===== config.mk =====
export PLATFORM = sky130hd
export DESIGN_NAME = vga_pixel_pipe
export DESIGN_NICKNAME = d
export VERILOG_FILES = /design/src/rtl/vga_pixel_pipe.sv
export SDC_FILE = /design/constraint.sdc
export NUM_CORES = 1
export LEC_CHECK = 0
export BUFFER_PORTS_ARGS = -buffer_cell sky130_fd_sc_hd__buf_2
export CAP_MARGIN = 5
export CORE_MARGIN = 4
export CORE_UTILIZATION = 47
export CTS_CLUSTER_DIAMETER = 120
export DETAILED_ROUTE_END_ITERATION = 12
export GPL_ROUTABILITY_DRIVEN = 0
export PLACE_DENSITY = 0.73
export SYNTH_ARGS = -nofsm -noshare
export SYNTH_HDL_FRONTEND = slang
export SYNTH_SLANG_ARGS = --single-unit
export TNS_END_PERCENT = 30

===== constraint.sdc =====
create_clock -name clock -period 1.7 [get_ports clock]
set_input_delay 0.34 -clock clock [delete_from_list [all_inputs] [get_ports clock]]
set_output_delay 0.34 -clock clock [all_outputs]
set_load 0.05 [all_outputs]

===== src/rtl/vga_pixel_pipe.sv =====
// Pixel back end: frame-buffer fetch, palette lookup to RGB, sync/blank alignment, frame counter.
// Define VGA_PAL_SYNC_EN to hold palette writes in a shadow register until the next vsync fall.
module vga_pixel_pipe #(
    parameter int ADDR_W  = 19,
    parameter int PIX_W   = 1,
    parameter int COLOR_W = 10,
    parameter int RAM_LAT = 1
) (
    input  logic                 clock,
    input  logic                 reset,
    input  logic [ADDR_W-1:0]    in_mem_add,
    input  logic                 in_hsync,
    input  logic                 in_vsync,
    input  logic                 in_blank,
    output logic [ADDR_W-1:0]    fb_rd_add,
    input  logic [PIX_W-1:0]     fb_rd_data,
    input  logic                 pal_wr_valid,
    input  logic [PIX_W-1:0]     pal_wr_index,
    input  logic [3*COLOR_W-1:0] pal_wr_rgb,
    output logic                 pal_wr_ready,
    output logic [COLOR_W-1:0]   vga_r,
    output logic [COLOR_W-1:0]   vga_g,
    output logic [COLOR_W-1:0]   vga_b,
    output logic                 vga_hsync,
    output logic                 vga_vsync,
    output logic                 vga_blank,
    output logic [15:0]          frame_count
);
    localparam int L     = RAM_LAT + 2;
    localparam int NPAL  = 1 << PIX_W;
    localparam int RGB_W = 3 * COLOR_W;

    logic [ADDR_W-1:0] fb_rd_add_q;
    logic [L-1:0]      hs_pipe_q, vs_pipe_q, bl_pipe_q;
    logic [RGB_W-1:0]  pal_q [NPAL];
    logic [RGB_W-1:0]  rgb_q;
    logic              vs_prev_q;
    logic              vs_fall;
    logic [15:0]       frame_cnt_q;
    logic              pal_we;
    logic [PIX_W-1:0]  pal_widx;
    logic [RGB_W-1:0]  pal_wrgb;

    // Address only advances during active video so blanking never issues new reads.
    always_ff @(posedge clock) begin
        if (reset)         fb_rd_add_q <= '0;
        else if (in_blank) fb_rd_add_q <= in_mem_add;
    end

    always_ff @(posedge clock) begin
        if (reset) begin
            hs_pipe_q <= '1;
            vs_pipe_q <= '1;
            bl_pipe_q <= '0;
        end else begin
            hs_pipe_q <= {hs_pipe_q[L-2:0], in_hsync};
            vs_pipe_q <= {vs_pipe_q[L-2:0], in_vsync};
            bl_pipe_q <= {bl_pipe_q[L-2:0], in_blank};
        end
    end

    // Stage L-2 holds the blank that lands on the output together with this lookup.
    always_ff @(posedge clock) begin
        if (reset)                rgb_q <= '0;
        else if (bl_pipe_q[L-2])  rgb_q <= pal_q[fb_rd_data];
        else                      rgb_q <= '0;
    end

    always_ff @(posedge clock) begin
        if (reset) begin
            for (int i = 0; i < NPAL; i++)
                pal_q[i] <= (i == NPAL-1) ? {RGB_W{1'b1}} : {RGB_W{1'b0}};
        end else if (pal_we) begin
            pal_q[pal_widx] <= pal_wrgb;
        end
    end

    assign vs_fall = vs_prev_q & ~in_vsync;

    always_ff @(posedge clock) begin
        if (reset) begin
            vs_prev_q   <= 1'b1;
            frame_cnt_q <= '0;
        end else begin
            vs_prev_q <= in_vsync;
            if (vs_fall) frame_cnt_q <= frame_cnt_q + 16'd1;
        end
    end

`ifdef VGA_PAL_SYNC_EN
    typedef enum logic [1:0] {PAL_EMPTY, PAL_PENDING, PAL_COMMIT} pal_st_e;
    pal_st_e          st_q, st_d;
    logic [PIX_W-1:0] sh_idx_q;
    logic [RGB_W-1:0] sh_rgb_q;

    always_ff @(posedge clock) begin
        if (reset) begin
            st_q     <= PAL_EMPTY;
            sh_idx_q <= '0;
            sh_rgb_q <= '0;
        end else begin
            st_q <= st_d;
            if (pal_wr_valid && pal_wr_ready) begin
                sh_idx_q <= pal_wr_index;
                sh_rgb_q <= pal_wr_rgb;
            end
        end
    end

    // Commit lands one cycle after vs_fall, deep inside vertical blanking.
    always_comb begin
        st_d         = st_q;
        pal_wr_ready = 1'b0;
        pal_we       = 1'b0;
        case (st_q)
            PAL_EMPTY: begin
                pal_wr_ready = !reset;
                if (pal_wr_valid && !reset) st_d = PAL_PENDING;
            end
            PAL_PENDING: if (vs_fall) st_d = PAL_COMMIT;
            PAL_COMMIT: begin
                pal_we = 1'b1;
                st_d   = PAL_EMPTY;
            end
            default: st_d = PAL_EMPTY;
        endcase
    end

    assign pal_widx = sh_idx_q;
    assign pal_wrgb = sh_rgb_q;
`else
    assign pal_wr_ready = !reset;
    assign pal_we       = pal_wr_valid & pal_wr_ready;
    assign pal_widx     = pal_wr_index;
    assign pal_wrgb     = pal_wr_rgb;
`endif

    assign fb_rd_add   = fb_rd_add_q;
    assign vga_r       = rgb_q[RGB_W-1 -: COLOR_W];
    assign vga_g       = rgb_q[2*COLOR_W-1 -: COLOR_W];
    assign vga_b       = rgb_q[COLOR_W-1:0];
    assign vga_hsync   = hs_pipe_q[L-1];
    assign vga_vsync   = vs_pipe_q[L-1];
    assign vga_blank   = bl_pipe_q[L-1];
    assign frame_count = frame_cnt_q;

endmodule

==> results of run 1 <==
==> worst max-delay path, cell delays in order, from the launching register on <==
cell	delay (ns)
dfxtp_1	0.35
buf_4	0.15
buf_2	0.26
==> state kept, by name, indices dropped and copies added (netlist names) <==
register and flops:
pal_q 60, rgb_q 30, fb_rd_add 19, frame_count 16, bl_pipe_q 3, hs_pipe_q 3, vs_pipe_q 3
==> kinds of logic after synthesis <==
| family | Yosys count | synth area share [%] |
|---|---|---|
| simple gates | 162 | 18.2 |
| flops | 134 | 66.4 |
| mux | 51 | 10.4 |
| buf+inv | 26 | 2.25 |
| xor+xnor | 12 | 2.13 |
| compound gates | 4 | 0.405 |
| fa+ha+maj | 1 | 0.253 |
==> power groups by stage <==
stage | Clock (W) | Sequential, W | Combinational (W)
final | 0.00381 | 0.00360 | 0.000591
after global routing | 0.00405 | 0.00362 | 0.000636
after global placement | 0 | 0.00366 | 0.000584
after detailed placement | 0 | 0.00367 | 0.000597
after floorplan | 0 | 0.00382 | 0.000233
after CTS | 0.00388 | 0.00360 | 0.000599
==> through the flow <==
| step | total power, W | hold slack [ns] | worst slack [ns] | util, % | std cells |
|---|---|---|---|---|---|
| finish | 0.00800 | 0.0216 | 0.0935 | 62.6 | 676 |
| global route | 0.00830 | 0.00798 | 0.0155 | 62.6 | 676 |
| CTS | 0.00808 | 0.000644 | 0.0613 | 62.6 | 676 |
| detailed placement | 0.00427 | 0.393 | 0.0943 | 56.5 | 644 |
| global placement | 0.00424 | 0.395 | 0.131 | 56.5 | 644 |
| floorplan | 0.00405 | 0.389 | -0.0550 | - | 390 |
==> layout by cell type (no fill, tap or decap), drive strengths merged, types with 5 or more instances in the layout <==
| cell | instances |
|---|---|
| dfxtp | 74 |
| buf | 139 |
| nor4 | 5 |
| xnor2 | 9 |
| or2 | 37 |
| mux2i | 50 |
| inv | 8 |
| clkbuf | 19 |
| nor2 | 63 |
| edfxtp | 60 |
| and2 | 30 |
| nand2 | 6 |
==> how the worst min path moves through the flow <==
stage / cells after the start / endpoint / slack (ns) / start
final: 2 / hs_pipe_q[0] / 0.02 / in_hsync
after detailed placement: 1 / vs_pipe_q[2] / 0.39 / vs_pipe_q[1]
after global routing: 2 / hs_pipe_q[0] / 0.008 / in_hsync
after global placement: 1 / hs_pipe_q[1] / 0.39 / hs_pipe_q[0]
after floorplan: 1 / hs_pipe_q[1] / 0.39 / hs_pipe_q[0]
after CTS: 2 / hs_pipe_q[0] / 0.0006 / in_hsync
==> layout make-up <==
| type | count | area (µm²) |
|---|---|---|
| Clock inverter | 13 | 195 |
| Sequential cell | 134 | 3290 |
| Multi-Input combinational cell | 230 | 1560 |
| Fill cell | 830 | 3840 |
| Tap cell | 136 | 170 |
| Clock buffer | 19 | 432 |
| Inverter | 5 | 22.5 |
| Timing Repair Buffer | 139 | 768 |
==> metal layers <==
metal / routed length, µm / vias to the layer above / track usage [%]
li1: - / 1593 / -
met1: 3940 / 1526 / 17.6
met2: 4750 / 109 / 27.3
met3: 712 / 18 / 7.23
met4: 170 / 2 / 6.08
met5: 13 / - / 0
==> reports/summary.txt, run 1 <==
Detail Route Antenna Nets: 0
Pint: 0.00620 W
Die Ht: 111 µm
Critical path launch point: frame_count[2]
Yosys warnings: 0
CORE AREA: 10300 µm²
Share of cells above drive strength 1: 40.9%
Max VDD drop: 691 µV
Clk network pwr share: 47.6%
DR vias: 3248
Min-delay worst type: in2reg
Critical path class: reg2out
Drt pass-1 iters: 4
Setup Buffers After CTS: 0
Half-perimeter wire length after placement: 6.56 mm
Cells after Synth: 390
Switch Pwr: 0.00181 W
Gr ovfl total: 0
#FFs+latches synth: 134
Clock skew: 0.00628 ns
Synth area leaders: edfxtp_1, dfxtp_1, mux2i_1
Worst Setup End Kind: output pin
Starting Density: 48.1%
# IOs: 126
Port Buffers: 125
Clock sink count: 134
Post-synth EDFFs: 60
Net count after synthesis: 448
Root Driver: clkbuf_8
Average cell area after synthesis: 12.7 µm²
Commonest cells post-synth: dfxtp_1, nor2_1, edfxtp_1
Worst-margin pin slew: 0.563 ns
Per-cell routed wire length: 14.2 µm
Setup TNS: 0 ns
Most used flip-flop cell after synthesis: dfxtp_1
Clock-pin slew on the worst setup and hold paths: 0.06 ns
Post-synthesis cell area: 4940 µm²
Ant diodes: 0
Total wire length: 9.59 mm
Fin crit share: 94.5%
DRC viols: 0
Total of max-cap violations: 0
Vias in the first global route: 3334
Initial antenna violation count: 1
Reg power frac: 45.0%
Fin area: 6430 µm²
Final setup vio count: 0
Sw frac: 22.6%
TritonCTS Buffers: 17
Crit path capture: frame_count[2]
Chip Width: 111 µm
Tot GR Track Use: 16.1%
Reg2Reg Depth: 5
RR Startpoint: frame_count[0]
Sequential element share of the synthesized area: 66.4%
First-pass GRT wire length: 15.7 mm
Share of the synthesized area in the top cell type: 36.5%
Area after DPL: 5810 µm²
CP Launch Type: flop
Post-DR vias/cell: 4.80
H-tree lvl count: 4
# nets final: 585
Netlist cell types: 30
Row count: 37
CTS tree: yes
Combinational share of power: 7.4%
Post-layout minimum cycle time: 1.61 ns
Worst-Skew Late Latency: 0.51 ns
Die area: 12200 µm²
Most frequent cell after synthesis: dfxtp_1
Endpoints failing hold: 0
Flop-to-flop setup slack: 0.22 ns
Hold buffers post-CTS: 0
Slew Viols, Final: 0
Initial DRC Count: 82
Synth-to-Final Area Change: 30.2%
Leakage: 2.83 nW
Max frequency: 622 MHz
Status: complete, no violations
Post-CTS resize count: 0
Reg2reg end: frame_count[12]
Largest net degree at the start of global routing: 45
Clock tree buffer depth: 2
CP max FO: 5
Slew margin rel.: 62.5%
WP data required: 1.36 ns
Cell taking the most area after synthesis: edfxtp_1
Pwr dens: 1240 nW/µm²
Arrival time at the worst endpoint: 1.27 ns
Async set or reset register ratio after synthesis: 0%
RSZ-0062 raised after global routing: false
Note: power is estimated with default switching activity, not from simulation.
==> run 2: changes to the inputs <==
--- a/config.mk
+++ b/config.mk
@@ -7,12 +7,14 @@
 export LEC_CHECK = 0
 export BUFFER_PORTS_ARGS = -buffer_cell sky130_fd_sc_hd__buf_2
 export CAP_MARGIN = 5
+export CELL_PAD_IN_SITES_DETAIL_PLACEMENT = 1
+export CELL_PAD_IN_SITES_GLOBAL_PLACEMENT = 1
 export CORE_MARGIN = 4
-export CORE_UTILIZATION = 47
+export CORE_UTILIZATION = 37
 export CTS_CLUSTER_DIAMETER = 120
 export DETAILED_ROUTE_END_ITERATION = 12
 export GPL_ROUTABILITY_DRIVEN = 0
-export PLACE_DENSITY = 0.73
+export PLACE_DENSITY = 0.72
 export SYNTH_ARGS = -nofsm -noshare
 export SYNTH_HDL_FRONTEND = slang
 export SYNTH_SLANG_ARGS = --single-unit
==> run 2 against run 1 <==
Effect of this change: final cell count increased by 5.2%; clock skew decreased by 0.00057 ns; worst hold slack improved by 0.085 ns; register-to-register slack got worse by 0.02 ns; utilization decreased by 12 points; clock power increased by 7.9%; cell area increased by 1.2%; setup slack improved by 0.084 ns; highest routed layer unchanged.
==> reports/summary.txt, run 2 (same netlist as run 1, synthesis figures left out) <==
Gr ovfl total: 0 (unchanged)
Half-perimeter wire length after placement: 7.35 mm (+12%)
# IOs: 126 (unchanged)
Largest Register: pal_q
H-tree lvl count: 4 (unchanged)
Clock tree buffer depth: 2 (unchanged)
Max frequency: 657 MHz (+5.5%)
Overall power: 0.00831 W (+3.8%)
Root Driver: clkbuf_16
RSZ-0062 raised after global routing: false
Crit-path cells: buf_4 -> buf_2
Critical path class: reg2out
CP delay by family, top: buffers and inverters
Post-DR vias/cell: 4.65 (-3.1%)
Clock sink count: 134 (unchanged)
Leakage: 2.85 nW (+0.67%)
Pre-CTS setup slack: 0.191 ns (+0.0963 ns)
CTS tree: yes
Starting Density: 38.5% (-9.5 points)
Chip Width: 124 µm (+12%)
Most frequent cells in the layout: buf_2, dfxtp_1, nor2_1, edfxtp_1, mux2i_1
Vias in the first global route: 3666 (+10%)
CP max FO: 4 (-1)
Post-CTS resize count: 0 (unchanged)
Tot GR Track Use: 16.2% (+0.092 points)
Die area: 15300 µm² (+25%)
Drt pass-1 iters: 4 (unchanged)
CORE AREA: 12800 µm² (+25%)
Setup TNS: 0 ns (unchanged)
Worst-margin pin slew: 0.566 ns (+0.00280 ns)
Pwr dens: 1280 nW/µm² (+2.6%)
Total wire length: 11.3 mm (+18%)
Port Buffers: 125 (unchanged)
Worst-Skew Late Latency: 0.42 ns (-0.09 ns)
Largest net degree at the start of global routing: 45 (unchanged)
Arrival time at the worst endpoint: 1.18 ns (-0.09 ns)
First-pass GRT wire length: 18.4 mm (+17%)
DRC viols: 0 (unchanged)
Hold buffers post-CTS: 0 (unchanged)
Max VDD drop: 530 µV (-23%)
Clock skew: 0.00571 ns (-0.000572 ns)
CP max-delay cell: dfxtp_1
Ant diodes: 0 (unchanged)
Slew Viols, Final: 0 (unchanged)
# nets final: 584 (-0.17%)
Flop-to-flop setup slack: 0.20 ns (-0.02 ns)
Detail Route Antenna Nets: 0 (unchanged)
Fin crit share: 89.6% (-4.9 points)
Initial DRC Count: 104 (+27%)
Largest stage delay on the critical path: 0.36 ns (about the same)
Initial antenna violation count: 2 (+1)
Setup Buffers After CTS: 0 (unchanged)
TritonCTS Buffers: 17 (unchanged)
Buf/Inv on CP: 2 (unchanged)
Endpoints failing hold: 0 (unchanged)
WP data required: 1.36 ns (about the same)
Synth-to-Final Area Change: 31.8%
Final worst slack: 0.177 ns (+0.0839 ns)
Share of cells above drive strength 1: 40.4% (-0.48 points)
Final setup vio count: 0 (unchanged)
Die Ht: 124 µm (+12%)
CP Launch Type: flop
Worst Setup End Kind: output pin
Post-layout minimum cycle time: 1.52 ns (-0.0839 ns)
Min-delay worst type: in2reg
Max reg flops: 60 (unchanged)
DR vias: 3309 (+1.9%)
Row count: 41 (+11%)
Slew margin rel.: 62.3% (-0.19 points)
Status: complete, no violations
Total of max-cap violations: 0 (unchanged)
Per-cell routed wire length: 15.9 µm (+12%)
Commonest non-fill, non-tap cell in the layout: buf_2
Clock-pin slew on the worst setup and hold paths: 0.05 ns (about the same)
## run 2: cell types whose count changed in the layout (fill, tap and decap cells not counted)
cell | before | now
clkinvlp_4 | 3 | 2
clkbuf_8 | 2 | 5
inv_8 | 1 | 0
inv_6 | 3 | 0
clkbuf_16 | 16 | 17
clkinv_1 | 0 | 1
bufinv_16 | 4 | 5
clkinv_4 | 2 | 0
buf_4 | 11 | 10
clkbuf_1 | 1 | 2
## run 2: path summary, 6_finish.rpt
| kind | cells past startpoint | end | start |
|---|---|---|---|
| worst min-delay path | 2 | hs_pipe_q[0] | in_hsync |
| worst min register to register | 1 | vs_pipe_q[2] | vs_pipe_q[1] |
| worst max-delay path | 2 | frame_count[3] | frame_count[3] |
| worst max register to register | 5 | frame_count[12] | frame_count[0] |
## run 2: metal layers
metal	up-vias	GRT usage, %	wire length (µm)
met2	104	26.9	5440
met1	1587	18.0	4700
li1	1586	-	-
met4	4	6.57	248
met5	-	0	21
met3	28	7.27	904
## run 2: cell type report
cell class	instances	area, µm²
fill	1370	6310
tap	172	215
clock buffer	24	502
inverter	5	22.5
multi-input combinational	230	1560
timing repair buffer	138	761
clock inverter	8	166
sequential	134	3290
## run 2: stage by stage
step | hold slack [ns] | std cells | cell area [µm²] | util (%)
after floorplan | 0.389 | 390 | 4960 | -
after global placement | 0.394 | 679 | 5850 | 45.6
after detailed placement | 0.402 | 679 | 5850 | 45.6
after CTS | 0.0833 | 711 | 6510 | 50.8
after global routing | 0.0840 | 711 | 6510 | 50.8
final | 0.107 | 711 | 6510 | 50.8
## run 2: report_power, final
| group | internal (W) | total, W | leakage (nW) | switching, W |
|---|---|---|---|---|
| logic | 0.000205 | 0.000596 | 1.33 | 0.000390 |
| clock network | 0.00279 | 0.00411 | 0.324 | 0.00132 |
| registers | 0.00355 | 0.00361 | 1.20 | 0.0000612 |
| total | 0.00654 | 0.00831 | 2.85 | 0.00177 |
